===== src/rtl/id_issue_buffer.sv =====
// Decode-to-issue FIFO that holds a control-flow head while an earlier branch is unresolved.
// One-cycle latency (zero when ID_ISSUE_BUF_BYPASS_EN is defined and the buffer is empty); a full buffer refuses decode.
module id_issue_buffer #(
  parameter int DEPTH   = 4,
  parameter int ENTRY_W = 64
) (
  input  logic                       clk_i,
  input  logic                       rst_ni,
  input  logic                       flush_i,
  input  logic [ENTRY_W-1:0]         decoded_instr_i,
  input  logic                       decoded_instr_valid_i,
  input  logic                       is_ctrl_flow_i,
  output logic                       decoded_instr_ack_o,
  output logic [ENTRY_W-1:0]         issue_instr_o,
  output logic                       issue_instr_valid_o,
  output logic                       issue_is_ctrl_flow_o,
  input  logic                       issue_instr_ack_i,
  input  logic                       resolve_branch_i,
  output logic [$clog2(DEPTH+1)-1:0] usage_o,
  output logic                       branch_pending_o
);

  localparam int PTR_W = (DEPTH > 1) ? $clog2(DEPTH) : 1;
  localparam int CNT_W = $clog2(DEPTH+1);

  logic [ENTRY_W-1:0] r_mem [DEPTH];
  logic [DEPTH-1:0]   r_ctrl;
  logic [PTR_W-1:0]   r_rd_ptr;
  logic [PTR_W-1:0]   r_wr_ptr;
  logic [CNT_W-1:0]   r_cnt;
  logic               r_branch_pending;

  logic               w_empty;
  logic               w_full;
  logic               w_push;
  logic               w_pop;
  logic               w_pop_mem;
  logic               w_write;
  logic               w_head_vld;
  logic               w_head_ctrl;
  logic [ENTRY_W-1:0] w_head_instr;

  assign w_empty = (r_cnt == '0);
  assign w_full  = (r_cnt == CNT_W'(DEPTH));

  // Ack is independent of the issue side: a full buffer refuses even if the head pops.
  assign decoded_instr_ack_o = !w_full && !flush_i;
  assign w_push              = decoded_instr_valid_i && decoded_instr_ack_o;

  always_comb begin
    w_head_instr = r_mem[r_rd_ptr];
    w_head_ctrl  = r_ctrl[r_rd_ptr];
    w_head_vld   = !w_empty;
`ifdef ID_ISSUE_BUF_BYPASS_EN
    if (w_empty) begin
      w_head_instr = decoded_instr_i;
      w_head_ctrl  = is_ctrl_flow_i;
      w_head_vld   = decoded_instr_valid_i;
    end
`endif
  end

  assign issue_instr_o        = w_head_instr;
  assign issue_is_ctrl_flow_o = w_head_ctrl;
  assign issue_instr_valid_o  = w_head_vld && !flush_i && !(w_head_ctrl && r_branch_pending);

  assign w_pop     = issue_instr_valid_o && issue_instr_ack_i;
  // An empty-buffer pop can only be a bypassed entry; it never touches storage.
  assign w_pop_mem = w_pop && !w_empty;
  assign w_write   = w_push && !(w_pop && w_empty);

  always_ff @(posedge clk_i) begin
    if (w_write) begin
      r_mem[r_wr_ptr]  <= decoded_instr_i;
      r_ctrl[r_wr_ptr] <= is_ctrl_flow_i;
    end
  end

  always_ff @(posedge clk_i or negedge rst_ni) begin
    if (!rst_ni) begin
      r_rd_ptr         <= '0;
      r_wr_ptr         <= '0;
      r_cnt            <= '0;
      r_branch_pending <= 1'b0;
    end else if (flush_i) begin
      r_rd_ptr         <= '0;
      r_wr_ptr         <= '0;
      r_cnt            <= '0;
      r_branch_pending <= 1'b0;
    end else begin
      if (w_write) r_wr_ptr <= r_wr_ptr + PTR_W'(1);
      if (w_pop_mem) r_rd_ptr <= r_rd_ptr + PTR_W'(1);
      case ({w_write, w_pop_mem})
        2'b10:   r_cnt <= r_cnt + CNT_W'(1);
        2'b01:   r_cnt <= r_cnt - CNT_W'(1);
        default: r_cnt <= r_cnt;
      endcase
      // A newly popped branch wins over a same-cycle resolve: it becomes the outstanding one.
      if (w_pop && w_head_ctrl) r_branch_pending <= 1'b1;
      else if (resolve_branch_i) r_branch_pending <= 1'b0;
    end
  end

  assign usage_o          = r_cnt;
  assign branch_pending_o = r_branch_pending;

endmodule


===== config.mk =====
export PLATFORM = sky130hd
export DESIGN_NAME = id_issue_buffer
export DESIGN_NICKNAME = d
export VERILOG_FILES = /design/src/rtl/id_issue_buffer.sv
export SDC_FILE = /design/constraint.sdc
export NUM_CORES = 1
export LEC_CHECK = 0
export BUFFER_PORTS_ARGS = -buffer_cell sky130_fd_sc_hd__buf_4
export CAP_MARGIN = 15
export CELL_PAD_IN_SITES_DETAIL_PLACEMENT = 1
export CELL_PAD_IN_SITES_GLOBAL_PLACEMENT = 2
export CORE_MARGIN = 3
export CORE_UTILIZATION = 48
export CTS_CLUSTER_SIZE = 24
export DETAILED_ROUTE_END_ITERATION = 10
export GPL_TIMING_DRIVEN = 0
export PLACE_DENSITY_LB_ADDON = 0.25
export SLEW_MARGIN = 20
export SYNTH_ARGS = -nofsm -noshare
export SYNTH_HDL_FRONTEND = slang
export SYNTH_SLANG_ARGS = --single-unit

===== constraint.sdc =====
create_clock -name clk_i -period 6.85 [get_ports clk_i]
set_input_delay 0.685 -clock clk_i [delete_from_list [all_inputs] [get_ports clk_i]]
set_output_delay 0.685 -clock clk_i [all_outputs]
set_load 0.05 [all_outputs]

==> metrics.txt <==
status completed; routed via count 4702; final hold violations 0; cell depth of the worst flop-to-flop path 7; Leak Pwr 4.21 nW; Post-synth top cells edfxtp_1 (260), mux4_2 (64), nor2_1 (10); Critical Path RT 6.16 ns; CP Depth 5; post-synthesis sequential area ratio 0.804; vias in the first global route 5203; antenna viol nets, final 0; setup_tns 0 ns; reg-to-reg startpoint usage_o[0]$_DFFE_PN0P_; Yosys reg bits 268; antenna cells 0; fmax 292 MHz; buffers and inverters on the worst path 4; clk root buf clkbuf_16; TritonCTS Buffers 29; hold path depth 1; drt initial violations 231; Initial Util 0.491; Post-Synthesis Cells 410; headroom to the max-slew limit 0.411; clk_lat worst skew 0.54 ns; Crit. End Element output port; hold path start decoded_instr_i[11]; die width 150 um; crit path kind flip-flop to output port; Row Count 52; gpl congestion 0.713; initial antenna violation count 0; unrepaired setup endpoints after global routing no; PortBufs 141; Setup-failing EPs final 0; Total Power 4.50 mW; chip height 150 um; first-pass GRT wire length 30300 um; Avg WL per Cell 22.4 um; count leader, synth edfxtp_1; startpoint types flip-flop; I/O pin cnt 142; cell area after synthesis 0.00996 mm2; Post-synth EDFFs 260; Net Count, Synth 486; top_reg_cell synth edfxtp_1; family with the most delay on the worst path buffers and inverters; Yosys top cell area share 0.784; synth unique cells 28; DR DRC count 0; number of max-cap violations 0; Worst IR Drop VDD 245 uV; post-layout min period 3.42 ns; Avg Cell Area, Syn 24.3 um2; worst-path fanout max 10; Via-to-Cell Ratio 5.36; DR pass1 iterations 4; Placeable Area 0.0203 mm2; Hold WC Path Type input pin to flip-flop; clock sinks 268; Largest stage delay, worst path 0.59 ns; WP data arrival 2.73 ns; Final Util 0.610; Total Routed Length 19700 um; Slowest-stage cell, CP mux4_2; share of layout cells above drive strength 1 0.438; pwr/cell area 363 mW/mm2; Die Footprint 0.0225 mm2; Synth area leader edfxtp_1; synth warn 0; Remaining Overflow, GRT 0; detailed placer's ending HPWL 12400 um; clock skew 0.0176 ns; nets 663; gr usage total 0.178; max-slew violations 0; Slew @ Worst Pin 0.877 ns; synth-to-layout area growth 24.3%; largest cells by area after synthesis edfxtp_1 (78%), mux4_2 (14%), dfrtp_1 (2.0%); CP Cell Sequence clkbuf_1 > buf_2 > buf_2 > mux4_2 > buf_4; share of flip-flops with an asynchronous set or reset 0.0299; Longest Clk Path Bufs 3; CTS tree done; most frequent CP cell buf_2; post-route cell area 0.0124 mm2; # H-tree levels 1; largest net degree at the start of global routing 39; Worst-path clk slew 0.06 ns; post-CTS setup buffer count 0; worst setup path startpoint r_rd_ptr[0]$_DFFE_PN0P_; Placement Cell Area 0.0115 mm2; Tcrit/Tclk final 0.499
-- stage by stage --
stage | hold WS [ns] | setup WS, ns | cells
floorplan | 0.389 | 3.51 | 410
global placement | 0.512 | 2.07 | 821
detailed placement | 0.517 | 3.86 | 825
CTS | 0.318 | 3.25 | 877
global route | 0.323 | 3.18 | 877
finish | 0.347 | 3.43 | 877
-- worst paths after layout --
kind | end | slack (ns)
max | issue_instr_o[49] | 3.43
min | r_mem[3][11]$_DFFE_PP_ | 0.35
max reg2reg | usage_o[2]$_DFFE_PN0P_ | 4.26
min reg2reg | r_wr_ptr[1]$_DFFE_PN0P_ | 0.60
max in group asynchronous | r_rd_ptr[1]$_DFFE_PN0P_ | 6.19
min in group asynchronous | usage_o[0]$_DFFE_PN0P_ | 0.53
-- routing by layer --
layer / global-route usage / up-vias / share of wire
met5: 0 / - / 0
met4: 0.0393 / 0 / 0.019
met3: 0.0482 / 30 / 0.070
met2: 0.308 / 136 / 0.51
met1: 0.227 / 2463 / 0.40
li1: - / 2073 / -
-- power breakdown --
part | switching (mW) | internal [mW]
registers | 0.0358 | 1.91
logic | 0.702 | 0.387
clock network | 0.581 | 0.884
-- area by class of cell --
class                           instances  area [um2]
Timing Repair Buffer                  146        1180
Buffer                                 18        92.6
Fill cell                            1728        7920
Inverter                                5        18.8
Clock buffer                           37         756
Tap cell                              270         338
Multi-Input combinational cell        119        1850
Sequential cell                       268        8010
Clock inverter                         14         141
-- flip-flops by register name, indices dropped and copies added (netlist names) --
name              flops
r_wr_ptr              2
r_mem               256
usage_o               3
r_ctrl                4
r_rd_ptr              2
branch_pending_o      1
-- repair_timing --
item | CTS | global route
hold buffers | 1 | 0
endpoints found under the hold margin | 8 | 0
gates resized for setup | 0 | 0
-- cells in the final DEF (no fill, tap or decap), drive strengths merged, types with 2 or more instances in the layout --
master,n
inv,6
nand3,3
nor3,2
mux2i,2
mux4,64
nand2b,3
bufinv,3
nor2,10
nand2,6
ha,4
xnor2,4
dfrtp,8
and2,4
edfxtp,260
clkbuf,44
nor2b,3
a21oi,3
buf,156
clkinv,10
mux2,4
-- cells by family (layout without fill, tap and decap cells) --
logic type / count (synthesis) / in the layout / synth area share
AOI/OAI and AO/OA: 6 / 6 / 0.00553
xor gates and xnor gates: 4 / 4 / 0.00352
adders and majority gates: 5 / 5 / 0.00703
buffers and inverters: 23 / 220 / 0.0112
DFF: 268 / 268 / 0.804
muxes: 70 / 70 / 0.152
and+or+nand+nor: 34 / 34 / 0.0172
No activity file was read; power rests on OpenSTA's default activity.
